[src/rtl/game_timer_pkg.sv]
// Shared types and BCD helpers for the game countdown timer.
//   timer_state_t : IDLE / RUN / FROZEN / EXPIRED
//   bcd_digit_t   : one BCD digit
//   bcd2_t        : two-digit BCD value {tens, ones}
//   bin_to_bcd2   : clamp an integer to 0..99 and convert it to two BCD digits
//   bcd2_to_bin   : two BCD digits to a 7-bit binary value
//   bcd_dec2      : two-digit BCD decrement with borrow; 00 stays at 00
//   bcd_add_sat2  : two-digit BCD add with carry; saturates at 99
package game_timer_pkg;

  typedef enum logic [1:0] {IDLE, RUN, FROZEN, EXPIRED} timer_state_t;

  typedef logic [3:0] bcd_digit_t;

  typedef struct packed {
    bcd_digit_t tens;
    bcd_digit_t ones;
  } bcd2_t;

  function automatic bcd2_t bin_to_bcd2(input int v);
    int c;
    c = (v > 99) ? 99 : ((v < 0) ? 0 : v);
    bin_to_bcd2.tens = 4'(c / 10);
    bin_to_bcd2.ones = 4'(c % 10);
  endfunction

  function automatic logic [6:0] bcd2_to_bin(input bcd2_t v);
    bcd2_to_bin = ({3'd0, v.tens} * 7'd10) + {3'd0, v.ones};
  endfunction

  function automatic bcd2_t bcd_dec2(input bcd2_t v);
    bcd_dec2 = v;
    if (v.ones != 4'd0) begin
      bcd_dec2.ones = v.ones - 4'd1;
    end else if (v.tens != 4'd0) begin
      bcd_dec2.tens = v.tens - 4'd1;
      bcd_dec2.ones = 4'd9;
    end
  endfunction

  function automatic bcd2_t bcd_add_sat2(input bcd2_t a, input bcd2_t b);
    logic [4:0] os;
    logic [4:0] ts;
    logic       c;
    os = {1'b0, a.ones} + {1'b0, b.ones};
    c  = (os > 5'd9);
    if (c) os = os - 5'd10;
    ts = {1'b0, a.tens} + {1'b0, b.tens} + {4'd0, c};
    if (ts > 5'd9) begin
      bcd_add_sat2.tens = 4'd9;
      bcd_add_sat2.ones = 4'd9;
    end else begin
      bcd_add_sat2.tens = ts[3:0];
      bcd_add_sat2.ones = os[3:0];
    end
  endfunction

endpackage

[src/rtl/game_countdown_timer_one_sec_pulse_gen.sv]
// Free-running prescaler producing a registered one-cycle tick.
//   clk    : system clock
//   resetN : asynchronous active-low reset
//   clear  : synchronous restart of the count (tick suppressed that cycle)
//   pulse  : high for one cycle each time the count wraps
module one_sec_pulse_gen #(
  parameter int ONE_SEC_CYCLES = 31500000
) (
  input  logic clk,
  input  logic resetN,
  input  logic clear,
  output logic pulse
);

  localparam int CW = (ONE_SEC_CYCLES > 1) ? $clog2(ONE_SEC_CYCLES) : 1;
  localparam logic [CW-1:0] LAST = CW'(ONE_SEC_CYCLES - 1);

  logic [CW-1:0] cnt;

  always_ff @(posedge clk or negedge resetN) begin
    if (!resetN) begin
      cnt   <= '0;
      pulse <= 1'b0;
    end else if (clear) begin
      cnt   <= '0;
      pulse <= 1'b0;
    end else if (cnt == LAST) begin
      cnt   <= '0;
      pulse <= 1'b1;
    end else begin
      cnt   <= cnt + 1'b1;
      pulse <= 1'b0;
    end
  end

endmodule

[src/rtl/game_countdown_timer.sv]
// Round countdown timer: one-second tick generator plus a two-digit BCD
// countdown that expires into time_end, and freezes once the round is decided.
// Optional feature macro: TIMER_BONUS_EN (bonus_pulse adds BONUS_SECONDS).
//   clk           : system clock
//   resetN        : asynchronous active-low reset
//   GameStart_key : start request, sampled every cycle (acts only in IDLE)
//   freeze        : round decided; moves RUN to FROZEN
//   bonus_pulse   : single-cycle time bonus (ignored without TIMER_BONUS_EN)
//   OneSecPulse   : one-cycle tick every ONE_SEC_CYCLES cycles, in all states
//   time_end      : countdown expired (level)
//   secs_tens     : BCD tens digit of remaining seconds
//   secs_ones     : BCD ones digit of remaining seconds
//   timer_running : high in RUN
//   warning       : RUN and remaining seconds <= WARN_SECONDS
module game_countdown_timer
  import game_timer_pkg::*;
#(
  parameter int ONE_SEC_CYCLES = 31500000,
  parameter int START_SECONDS  = 60,
  parameter int WARN_SECONDS   = 10,
  parameter int BONUS_SECONDS  = 5
) (
  input  logic       clk,
  input  logic       resetN,
  input  logic       GameStart_key,
  input  logic       freeze,
  input  logic       bonus_pulse,
  output logic       OneSecPulse,
  output logic       time_end,
  output logic [3:0] secs_tens,
  output logic [3:0] secs_ones,
  output logic       timer_running,
  output logic       warning
);

  localparam bcd2_t      START_BCD = bin_to_bcd2(START_SECONDS);
  localparam logic [6:0] WARN_BIN  = 7'((WARN_SECONDS > 99) ? 99 :
                                        ((WARN_SECONDS < 0) ? 0 : WARN_SECONDS));
`ifdef TIMER_BONUS_EN
  localparam bcd2_t BONUS_BCD    = bin_to_bcd2(BONUS_SECONDS);
  localparam bcd2_t BONUS_M1_BCD = bin_to_bcd2(BONUS_SECONDS - 1);
`else
  logic unused_bonus;
  assign unused_bonus = bonus_pulse;
`endif

  timer_state_t state, state_nxt;
  bcd2_t        digits, digits_nxt, run_val;
  logic         start_run;
  logic         tick;

  // The prescaler restarts on IDLE->RUN so the first counted second is full.
  assign start_run = (state == IDLE) && GameStart_key;
  assign tick      = OneSecPulse;

  one_sec_pulse_gen #(
    .ONE_SEC_CYCLES(ONE_SEC_CYCLES)
  ) u_pulse (
    .clk   (clk),
    .resetN(resetN),
    .clear (start_run),
    .pulse (OneSecPulse)
  );

  always_ff @(posedge clk or negedge resetN) begin
    if (!resetN) begin
      state  <= IDLE;
      digits <= START_BCD;
    end else begin
      state  <= state_nxt;
      digits <= digits_nxt;
    end
  end

  always_comb begin
    state_nxt  = state;
    digits_nxt = digits;
    run_val    = digits;
    case (state)
      IDLE: begin
        digits_nxt = START_BCD;
        if (GameStart_key) state_nxt = RUN;
      end
      RUN: begin
        // freeze wins over a same-cycle tick or bonus: the time shown is final
        if (freeze) begin
          state_nxt = FROZEN;
        end else begin
          run_val = tick ? bcd_dec2(digits) : digits;
`ifdef TIMER_BONUS_EN
          if (bonus_pulse) begin
            // A bonus landing on the expiring 01->00 tick leaves BONUS_SECONDS-1.
            if (tick && (digits == 8'h01)) run_val = BONUS_M1_BCD;
            else                           run_val = bcd_add_sat2(run_val, BONUS_BCD);
          end
`endif
          digits_nxt = run_val;
          if (run_val == 8'h00) state_nxt = EXPIRED;
        end
      end
      FROZEN:  ;
      EXPIRED: digits_nxt = 8'h00;
      default: state_nxt = IDLE;
    endcase
  end

  assign timer_running = (state == RUN);
  assign time_end      = (state == EXPIRED);
  assign warning       = (state == RUN) && (bcd2_to_bin(digits) <= WARN_BIN);
  assign secs_tens     = digits.tens;
  assign secs_ones     = digits.ones;

endmodule

[config.mk]
export PLATFORM = sky130hd
export DESIGN_NAME = game_countdown_timer
export DESIGN_NICKNAME = d
export VERILOG_FILES = /design/src/rtl/game_timer_pkg.sv /design/src/rtl/game_countdown_timer_one_sec_pulse_gen.sv /design/src/rtl/game_countdown_timer.sv
export SDC_FILE = /design/constraint.sdc
export NUM_CORES = 1
export LEC_CHECK = 0
export ABC_AREA = 1
export BUFFER_PORTS_ARGS = -buffer_cell sky130_fd_sc_hd__buf_2
export CAP_MARGIN = 20
export CELL_PAD_IN_SITES_DETAIL_PLACEMENT = 0
export CELL_PAD_IN_SITES_GLOBAL_PLACEMENT = 1
export CORE_UTILIZATION = 41
export CTS_CLUSTER_DIAMETER = 40
export DETAILED_ROUTE_END_ITERATION = 6
export PLACE_DENSITY = 0.81
export SYNTH_ARGS = -nofsm -noshare
export SYNTH_HDL_FRONTEND = slang
export SYNTH_HIERARCHICAL = 1
export SYNTH_SLANG_ARGS = --single-unit
export TNS_END_PERCENT = 30
[constraint.sdc]
create_clock -name clk -period 4.6 [get_ports clk]
set_clock_uncertainty 0.2 [all_clocks]
set_input_delay 0.23 -clock clk [delete_from_list [all_inputs] [get_ports clk]]
set_output_delay 0.23 -clock clk [all_outputs]
set_load 0.05 [all_outputs]
# Word-level counts from Yosys, hierarchy flattened
# Index checks and enable logic that the tools add are counted.
# totals
reg_bits,36
in_bits,5
out_inout_bits,12
word_cells,45
# op_classes
n_addsub,4
multipliers,1
magnitude_cmp,1
eq_ne,6
muxes,18
n_reduce_logical,10
# op_table
op,n
$mux W25,2
$add A25 B1 Y25 const B,1
$eq A25 B25 Y1 const B,1
$mux W4,6
$mux W8,3
$pmux W8 S3,1
$logic_not A8 Y1,1
$reduce_bool A4 Y1,2
$sub A4 B1 Y4 const B,2
$add A7 B4 Y7,1
$le A7 B4 Y1 const B,1
$mul A4 B3 Y6 const B,1
$mux W2,3
$ne A2 B2 Y1 const B,2
$pmux W2 S2,1
$ne A3 B2 Y1 const B,1
$reduce_and A3 Y1,1
$reduce_bool A3 Y1,1
$eq A2 B1 Y1 const B,1
$eq A2 B2 Y1 const B,1
$logic_and A1 B1 Y1,2
$logic_not A2 Y1,1
$mux W1,2
$reduce_and A2 Y1,1
$reduce_bool A2 Y1,1

# Depth between registers and ports, before layout
# Gate-level depths: netlist (run 1).
# depth
word_depth,10
ltp_mapped,12
mapped_depth_nobuf,12

# Hierarchy
# Netlist (run 1), hierarchy kept.
# modules_own_cells
mod,n_inst,cells_per_inst,area_per_inst_um2,seq_area_each_um2
one_sec_pulse_gen,1,218,1545.2,650.6
game_countdown_timer,1,133,929.6,252.7

# Worst setup path before layout (run 1)
# Ideal clock, no wire load.
# synth_path
path_kind,reg2out
start,"register digits, in the netlist secs_tens[3]"
end,output port warning
arrival_time_ps,3467
required_time_ps,4170
slack_ps,703
stages_incl_launch_ff,9
cell_sequence,dfrtp_1 ha_1 ha_1 inv_1 fa_1 nor2_1 nand2_1 xor2_1 nor4_1
# synth_between
elab_chain_len,4
# synth_lines
item,line,text
from (decl),game_countdown_timer.sv:48,"bcd2_t digits, digits_nxt, run_val;"
from (signal assigned),game_countdown_timer.sv:71,digits <= digits_nxt;
$mul A4 B3 Y6,game_timer_pkg.sv:28,"bcd2_to_bin = ({3'd0, v.tens} * 7'd10) + {3'd0, v.ones};"
$add A7 B4 Y7,game_timer_pkg.sv:28,
$le A7 B4 Y1,game_countdown_timer.sv:109,assign warning = (state == RUN) && (bcd2_to_bin(digits) <= WARN_BIN);
$logic_and A1 B1 Y1,game_countdown_timer.sv:109,
to (decl),game_countdown_timer.sv:33,output logic warning
# No other way between the ends.

# Worst setup path after layout (run 1)
# layout_path
start,"register digits, in the netlist secs_tens[1]"
end,output port warning
# Same word-level chain as after synthesis.

==> impl_metrics.toml, run 1 <==
[status]
status = "finished clean"

[synthesis]
synthArstFlopShare = 1.00
ys.flop_type = "dfrtp_1"
synth_top_cell_area_share = 0.344
post-synth-top-count-cell = "nand2_1"
synth.net_count = 367
seq_area_frac_synth = 0.365
yosys-top-cells-area = "dfrtp_1 34%, nand2_1 13%, nor2_1 10%"
syn_inst = 351
synth_area_mm2 = 0.00247
yosys.cell_types.count = 28
synth_top_area_cell = "dfrtp_1"
synth_area_per_cell_um2 = 7.05
yosys_warnings = 6
yosys-top-cells-count = "88 x nand2_1, 67 x nor2_1, 42 x inv_1, 34 x dfrtp_1, 32 x nand3_1"
ys_ff_latch = 36
synth_edf_count = 0

[timing]
finalMaxSlewViolations = 0
worst_slew_pin_slew_ns = 0.850
setup_tns_ns = 0
post-route-min-period_ns = 3.04
min_period_over_period = 0.661
rsz0062_at_grt = "no"
setup_ws_ns = 1.56
hold_violations = 0
setup-violations-final = 0
slew_headroom = 0.431
max_freq_ghz = 0.329

[hold_path]
worstHoldPathCells = 3
min_from = "GameStart_key"
hold_path_class = "in2reg"
min_to = "state[0]"

[clocking]
cts_root_buf = "clkbuf_8"
cts.sinks = 36
cts_buffer_depth = 2
cts_tree = "done"
htree_levels = 2
holdBufCountCts = 1
cts_buffers = 5
ctsResizeCount = 0
clk_pin_slew_ns = 0.07
clk_latency_ns = 0.29
post_cts.repair.setup_buffers = 0

[worst_setup_path]
crit_fanout = 6
worst_path_largest_cell_delay_ns = 0.60
cp_cell_sequence = "ha_1 -> ha_1 -> inv_1 -> fa_1 -> nor2_1 -> nand2_1 -> xor2_1 -> nor4_1 -> buf_2"
crit_required_ns = 4.17
r2r_setup_slack_ns = 2.17
r2r_end = "u_pulse/cnt[23]"
reg2reg_depth = 6
cp-start-kind = "flop"
r2r_start = "state[1]"
crit_buf_inv = 2
path_class = "reg2out"
cpMaxStageDelayCell = "dfstp_2"
worst_setup_path_end_kind = "primary output"
cp.arrival_ns = 2.61
crit_top_cell = "ha_1"
cp_top_family = "adder cells"

[route]
drt-pass1-iter-count = 4
drt_iter0_drc = 95
drcViolationCount = 0
top_layer = "met4"
vias = 2188
dr_wl_met2_mm = 2.38
wl_per_cell_um = 12.7
viasPerCell = 4.91
ant_nets = 0
wl_mm = 5.65
wl_met1_mm = 3.11
wl_met3_um = 108

[die]
die_x_um = 79.7
die-area_mm2 = 0.00635
core.rowCount = 27
start_util = 0.436
io_pins = 17
core-area_mm2 = 0.00568
die_y_um = 79.7

[placement]
place_inst = 437
detailed_place_hpwl_mm = 4.40
port_buffers = 15
place.gp.congestion = 0.806
pre_cts_slack_ns = 1.85
postPlaceCellArea_mm2 = 0.00264

[final_layout]
syn2layout_area_growth_pct = 11.3
fin_nets = 389
instances_no_fill = 446
drive_gt1_frac = 0.144
diodes = 0
final_area_mm2 = 0.00275

[global_routing]
grt_pass1_wl_mm = 9.66
grt_antenna_before_repair = 0
grt_pass1_vias = 2012
overflow = 0
grt_max_degree = 37
grt_use_total = 0.202

[job]
max-cap-violations = 0

[power_and_ir_drop]
cellPowerDensity_mw_per_mm2 = 264
vdd_drop_max_mv = 0.208
finalPower_mw = 0.726
power.leakage_nw = 1.36
-- stage by stage --
| stage | util | hold WS (ns) |
|---|---|---|
| final | 0.485 | 0.0106 |
| after detailed placement | 0.465 | 0.188 |
| after floorplan | - | -0.266 |
| after global placement | 0.465 | 0.178 |
| after global routing | 0.485 | 0.0232 |
| after CTS | 0.485 | 0.00260 |
-- routing by layer --
metal,global-route usage,vias up
met3,0.0377,7
met5,0,-
met1,0.298,1020
li1,-,1145
met4,0.0545,0
met2,0.297,16
-- registers in the layout (all words and copies together), names as in the netlist --
| signal | count |
|---|---|
| u_pulse/cnt | 25 |
| secs_ones | 4 |
| secs_tens | 4 |
| state | 2 |
| u_pulse/pulse | 1 |
-- power by group --
group	switching (mW)	internal, mW	total, mW	leakage (nW)
registers	0.0324	0.341	0.374	0.452
clock network	0.116	0.161	0.277	0.0552
logic	0.0490	0.0266	0.0756	0.848
total	0.197	0.529	0.726	1.36
-- placed cells by master (no fill, tap or decap), types with 2 or more instances in the layout --
master,count
buf_2,15
ha_1,9
nor2_4,2
inv_2,4
clkbuf_8,5
o211ai_1,2
o21ai_0,6
o22ai_1,4
xor2_1,11
nand4_1,2
nand2_2,9
nor2_2,9
dfrtp_1,34
nand2_1,88
dfstp_2,2
nand3_2,4
xnor2_1,7
nand3_1,32
o21bai_1,2
inv_1,42
a21oi_1,6
nor2_1,67
fa_1,2
-- how the worst max path moves through the flow --
stage          endpoint          from  depth (start not counted)
6_report        warning  secs_tens[1]                          9
5_1_grt         warning  secs_tens[1]                          9
4_1_cts         warning  secs_tens[1]                          9
3_5_place_dp    warning  secs_tens[1]                          9
3_3_place_gp    warning  secs_tens[1]                          9
2_1_floorplan   warning  secs_tens[3]                          8
-- worst reg2reg max path, delay by kind of cell, from the launching register on --
| family | cells | cell delay [ns] |
|---|---|---|
| buffers and inverters | 2 | 0.46 |
| flip-flops | 1 | 0.42 |
| AND/OR/NAND/NOR | 4 | 1.24 |
-- cell type report --
| type | instances | area (um2) |
|---|---|---|
| sequential | 36 | 903 |
| inverter | 46 | 173 |
| multi-input combinational | 268 | 1400 |
| tap | 72 | 90.1 |
| fill | 599 | 2920 |
| clock inverter | 2 | 35.0 |
| timing repair buffer | 16 | 85.1 |
| clock buffer | 6 | 72.6 |
-- cell families (layout without fill, tap and decap cells) --
kind of cell,Yosys count,count (layout),share of synthesized area
flip-flops,36,36,0.365
XOR/XNOR,18,18,0.0637
AND/OR/NAND/NOR,216,216,0.383
AO/OA/AOI/OAI,23,23,0.0551
adder cells (fa/ha/maj),11,11,0.0617
buffers and inverters,47,70,0.0713
Power figures use the tool's default switching activity.
==> run 2: changes to the inputs <==
--- a/config.mk
+++ b/config.mk
@@ -10,10 +10,10 @@
 export CAP_MARGIN = 20
 export CELL_PAD_IN_SITES_DETAIL_PLACEMENT = 0
 export CELL_PAD_IN_SITES_GLOBAL_PLACEMENT = 1
-export CORE_UTILIZATION = 41
+export CORE_UTILIZATION = 40
 export CTS_CLUSTER_DIAMETER = 40
 export DETAILED_ROUTE_END_ITERATION = 6
-export PLACE_DENSITY = 0.81
+export PLACE_DENSITY = 0.82
 export SYNTH_ARGS = -nofsm -noshare
 export SYNTH_HDL_FRONTEND = slang
 export SYNTH_HIERARCHICAL = 1
==> constraint.sdc (replaced) <==
create_clock -name clk -period 2.6 [get_ports clk]
set_clock_uncertainty 0.2 [all_clocks]
set_input_delay 0.13 -clock clk [delete_from_list [all_inputs] [get_ports clk]]
set_output_delay 0.13 -clock clk [all_outputs]
set_load 0.05 [all_outputs]
==> impl_metrics.toml, run 2 (synthesized netlist as in run 1, its figures left out) <==
[clocking]
clk_pin_slew_ns = 0.08
cts_root_buf = "clkbuf_8"
cts_buffer_depth = 2
post_cts.repair.setup_buffers = 0
clk_latency_ns = 0.29
cts.sinks = 36
htree_levels = 2
cts_buffers = 5
cts_tree = "done"

[die]
core-area_mm2 = 0.00596
die-area_mm2 = 0.00651
start_util = 0.416
die_x_um = 80.7
die_y_um = 80.7
io_pins = 17
core.rowCount = 28

[final_layout]
final_area_mm2 = 0.00288
fin_nets = 397
drive_gt1_frac = 0.178
largest_reg_flops = 25
syn2layout_area_growth_pct = 16.2
n_fill_cell = 630
layout_common_cells = "88 x nand2_1, 67 x nor2_1, 41 x inv_1"
diodes = 0
largest_register = "u_pulse/cnt"
mostFrequentLayoutCell = "nand2_1"

[global_routing]
grt_use_total = 0.199
grt_antenna_before_repair = 0
grt_max_degree = 37
overflow = 0
grt_pass1_vias = 2141
grt_pass1_wl_mm = 9.88

[timing]
rsz0062_at_grt = "yes"
setup_ws_ns = -0.225
setup-violations-final = 1
min_period_over_period = 1.09
finalMaxSlewViolations = 0
max_freq_ghz = 0.354
hold_violations = 0
slew_headroom = 0.464
post-route-min-period_ns = 2.82
worst_slew_pin_slew_ns = 0.805

[route]
vias = 2220
drt_iter0_drc = 117
viasPerCell = 4.86
wl_mm = 5.78
wl_per_cell_um = 12.6
drt-pass1-iter-count = 4
ant_nets = 0
drcViolationCount = 0

[worst_setup_path]
r2r_end = "state[1]"
reg2reg_depth = 12
path_class = "reg2out"
crit_fanout = 2
cp-start-kind = "flop"
crit_required_ns = 2.27
startpoint = "secs_tens[1]"
r2r_start = "secs_tens[1]"
cp.arrival_ns = 2.49
r2r_setup_slack_ns = 0.39
endpoint = "warning"
worst_setup_path_end_kind = "primary output"

[placement]
detailed_place_hpwl_mm = 4.42
place.gp.congestion = 0.804
port_buffers = 15
pre_cts_slack_ns = -0.0176
postPlaceCellArea_mm2 = 0.00274

[power_and_ir_drop]
power.leakage_nw = 1.38
vdd_drop_max_mv = 0.382
cellPowerDensity_mw_per_mm2 = 423

[job]
max-cap-violations = 0

[hold_path]
hold_path_class = "in2async"

[status]
status = "complete, but fails checks"
violations = "setup timing"
[run 2: cell count changes in the layout (fill, tap and decap cells not counted), moves of 2 or more]
cell / previous run / this run
dfrtp_2: 0 / 2
dfstp_4: 0 / 2
ha_4: 0 / 2
ha_1: 9 / 6
buf_4: 0 / 6
dlygate4sd3_1: 1 / 3
dfrtp_1: 34 / 32
dfstp_2: 2 / 0
[run 2: area by class of cell]
type	count	area (um2)	share of cell area
well taps	75	93.8	0.0326
multi-input cells	268	1450	0.503
flip-flops and latches	36	913	0.318
repair buffers	24	156	0.0544
clock inverters	1	7.51	0.00261
inverters	46	173	0.0601
clock buffers	7	86.3	0.0300
[run 2: routing by layer]
layer / GRT usage / routed length (um) / up-vias
li1: - / - / 1158
met1: 0.292 / 3140 / 1030
met2: 0.298 / 2440 / 28
met3: 0.0352 / 158 / 4
met4: 0.0518 / 34 / 0
met5: 0 / 0 / -
[run 2: report_power, final]
group	leakage [nW]	switching, mW	internal [mW]
Combinational	0.884	0.0823	0.0489
Clock	0.0445	0.206	0.215
Sequential	0.451	0.0595	0.603
Total	1.38	0.348	0.868
[run 2: worst max-delay path, cell delays in order (launching register included)]
cell     delay [ns]
dfstp_4        0.63
ha_4           0.20
ha_4           0.15
inv_2          0.04
fa_1           0.42
nor2_1         0.11
nand2_1        0.09
xor2_2         0.16
nor4_4         0.22
buf_6          0.19
[run 2: how the worst min path moves through the flow]
stage	startpoint	to	slack (ns)
6_report	resetN	u_pulse/cnt[15]	0.26
5_1_grt	resetN	u_pulse/cnt[13]	0.37
4_1_cts	resetN	u_pulse/cnt[15]	0.29
3_5_place_dp	resetN	u_pulse/cnt[14]	0.07
3_3_place_gp	resetN	u_pulse/cnt[14]	0.07
2_1_floorplan	resetN	secs_ones[0]	-0.37
[run 2: through the flow]
| step | cells | util | hold WS [ns] | power, mW | setup TNS, ns |
|---|---|---|---|---|---|
| after floorplan | 351 | - | -0.366 | 0.752 | -0.256 |
| after global placement | 446 | 0.461 | 0.0734 | 0.796 | 0 |
| after detailed placement | 446 | 0.461 | 0.0699 | 0.799 | -0.0176 |
| after CTS | 457 | 0.483 | 0.295 | 1.23 | -0.264 |
| after global routing | 457 | 0.483 | 0.369 | 1.28 | -0.345 |
| final | 457 | 0.483 | 0.265 | 1.22 | -0.225 |
[run 2: what timing repair did]
item                                    CTS  global route
endpoints found under the setup margin    1             1
hold endpoints to repair                 39             0
pin swaps                                 2             1
gates resized for setup                   3             0
hold buffers                              3             0
==> run 3: changes to the inputs <==
--- a/config.mk
+++ b/config.mk
@@ -5,15 +5,16 @@
 export SDC_FILE = /design/constraint.sdc
 export NUM_CORES = 1
 export LEC_CHECK = 0
-export ABC_AREA = 1
+export ABC_AREA = 0
 export BUFFER_PORTS_ARGS = -buffer_cell sky130_fd_sc_hd__buf_2
 export CAP_MARGIN = 20
 export CELL_PAD_IN_SITES_DETAIL_PLACEMENT = 0
 export CELL_PAD_IN_SITES_GLOBAL_PLACEMENT = 1
-export CORE_UTILIZATION = 40
+export CORE_ASPECT_RATIO = 0.8
+export CORE_UTILIZATION = 41
 export CTS_CLUSTER_DIAMETER = 40
 export DETAILED_ROUTE_END_ITERATION = 6
-export PLACE_DENSITY = 0.82
+export PLACE_DENSITY = 0.81
 export SYNTH_ARGS = -nofsm -noshare
 export SYNTH_HDL_FRONTEND = slang
 export SYNTH_HIERARCHICAL = 1
==> impl_metrics.toml, run 3 <==
[status]
status = "complete, but fails checks"
violations = "setup timing"

[placement]
port_buffers = 15
detailed_place_hpwl_mm = 4.09
postPlaceCellArea_mm2 = 0.00265
pre_cts_slack_ns = 0.00471
place.gp.congestion = 0.842

[power_and_ir_drop]
power.leakage_nw = 1.13
power_switching_mw = 0.511
cellPowerDensity_mw_per_mm2 = 561
seqPwrFrac = 0.506
p_comb_frac = 0.186
vdd_drop_max_mv = 0.446
clkPwrFrac = 0.308
intPower_mw = 1.06
finalPower_mw = 1.57
power.share.switching = 0.325

[clocking]
clk_latency_ns = 0.29
cts_buffers = 5
htree_levels = 2
cts_buffer_depth = 2
cts.sinks = 36
cts_tree = "done"
clk_pin_slew_ns = 0.08
cts_root_buf = "clkbuf_8"

[timing]
hold_violations = 0
max_freq_ghz = 0.361
post-route-min-period_ns = 2.77
setup_tns_ns = -0.167
slew_headroom = 0.457
finalMaxSlewViolations = 0
min_period_over_period = 1.06
setup-violations-final = 1
worst_slew_pin_slew_ns = 0.814
setup_ws_ns = -0.167
rsz0062_at_grt = "yes"

[final_layout]
fin_nets = 306
final_area_mm2 = 0.00280
diodes = 0
mostFrequentLayoutCell = "dfrtp_1"
drive_gt1_frac = 0.220
multi_input_area_mm2 = 0.00144
largest_register = "u_pulse/cnt"
post-route-util = 0.513
syn2layout_area_growth_pct = 19.9
layout_common_cells = "32 x dfrtp_1, 25 x nor2_1, 22 x nand2_1"
largest_reg_flops = 25
seq_area_um2 = 916
n_fill_cell = 532

[worst_setup_path]
crit_fanout = 3
path_class = "reg2out"
worst_setup_path_end_kind = "primary output"
cp.arrival_ns = 2.44
cp-start-kind = "flop"
crit_required_ns = 2.27

[die]
start_util = 0.428
core-area_mm2 = 0.00547
die_x_um = 86.4
die-area_mm2 = 0.00601
core.rowCount = 24
io_pins = 17
die_y_um = 69.5

[synthesis]
synthArstFlopShare = 1.00
post-synth-top-count-cell = "dfrtp_1"
ys_ff_latch = 36
synth_edf_count = 0
syn_inst = 261
seq_area_frac_synth = 0.387
yosys-top-cells-area = "dfrtp_1 36%, ha_1 4.8%, xnor2_1 4.1%"
synth_top_cell_area_share = 0.364
synth_top_area_cell = "dfrtp_1"
yosys-top-cells-count = "34 x dfrtp_1, 25 x nor2_1, 22 x nand2_1, 19 x a21oi_1, 13 x o21ai_0"
synth.net_count = 277
yosys.cell_types.count = 54
synth_area_per_cell_um2 = 8.95
ys.flop_type = "dfrtp_1"
synth_area_mm2 = 0.00234
yosys_warnings = 6

[global_routing]
overflow = 0
grt_use_total = 0.208
grt_pass1_wl_mm = 9.60
grt_pass1_vias = 1869
grt_antenna_before_repair = 0
grt_max_degree = 37

[route]
wl_mm = 5.55
vias = 2074
drt-pass1-iter-count = 4
ant_nets = 0
wl_per_cell_um = 15.0
drt_iter0_drc = 183
viasPerCell = 5.62
drcViolationCount = 0

[hold_path]
hold_path_class = "in2reg"

[job]
max-cap-violations = 0
-- run 3: cell types whose count changed after synthesis, moves of 7 or more --
cell	before	now
nor2_1	67	25
nand2_2	9	1
inv_1	42	11
nand3_1	32	12
nor2_2	9	0
nand2_1	88	22
a21oi_1	6	19
o21ai_0	6	13
-- run 3: cell families (layout without fill, tap and decap cells) --
logic type | after synthesis | after routing | synth area share
AND/OR/NAND/NOR | 119 | 119 | 0.284
adder cells (fa/ha/maj) | 11 | 11 | 0.0653
multiplexers | 4 | 4 | 0.0177
buffers and inverters | 19 | 49 | 0.0316
XOR/XNOR | 16 | 16 | 0.0600
AO/OA/AOI/OAI | 56 | 56 | 0.155
flip-flops | 36 | 36 | 0.387
-- run 3: repair_timing --
item | in CTS | in global routing
hold endpoints to repair | 36 | 0
buffers inserted | 1 | 0
pin swaps | 3 | 2
endpoints found under the setup margin | 1 | 2
hold buffers | 2 | 0
resized for setup | 2 | 2
-- run 3: power by group through the flow --
stage | clock, mW | combinational (mW) | sequential, mW
2_1_floorplan | 0 | 0.231 | 0.768
3_3_place_gp | 0 | 0.285 | 0.802
3_5_place_dp | 0 | 0.292 | 0.804
4_1_cts | 0.502 | 0.295 | 0.794
5_1_grt | 0.529 | 0.332 | 0.821
6_report | 0.484 | 0.293 | 0.796
-- run 3: per-stage QoR --
step / hold slack, ns / cells
2_1_floorplan: -0.366 / 261
3_3_place_gp: 0.0634 / 358
3_5_place_dp: 0.0723 / 358
4_1_cts: 0.122 / 369
5_1_grt: 0.158 / 369
6_report: 0.117 / 369
-- run 3: layout make-up --
| type | instances | share of cell area |
|---|---|---|
| multi-input combinational | 206 | 0.514 |
| sequential | 36 | 0.327 |
| timing repair buffer | 30 | 0.0710 |
| tap | 78 | 0.0348 |
| clock buffer | 6 | 0.0259 |
| inverter | 11 | 0.0147 |
| clock inverter | 2 | 0.0125 |
-- run 3: layer usage --
layer | up-vias | track usage | wire (um)
met3 | 6 | 0.0429 | 224
met2 | 43 | 0.270 | 2280
met4 | 0 | 0.0519 | 56
met5 | - | 0 | 0
li1 | 1016 | - | -
met1 | 1009 | 0.342 | 3000
-- run 3: worst max-delay path: stages (launching register included) --
cell and delay, ns:
dfstp_4 0.64, ha_4 0.20, ha_4 0.15, inv_2 0.04, fa_2 0.46, buf_4 0.16
xnor2_1 0.14, nor3_4 0.17, buf_6 0.18
-- run 3: path summary, 6_finish.rpt --
path	startpoint	to	slack (ns)	cells after the start
min	GameStart_key	u_pulse/cnt[4]	0.12	4
max reg2reg	secs_tens[1]	state[1]	0.03	7
max	secs_tens[1]	warning	-0.17	8
min in group asynchronous	resetN	u_pulse/cnt[10]	0.27	2
max in group asynchronous	resetN	secs_tens[3]	1.34	2
min reg2reg	u_pulse/cnt[0]	u_pulse/cnt[0]	0.32	1
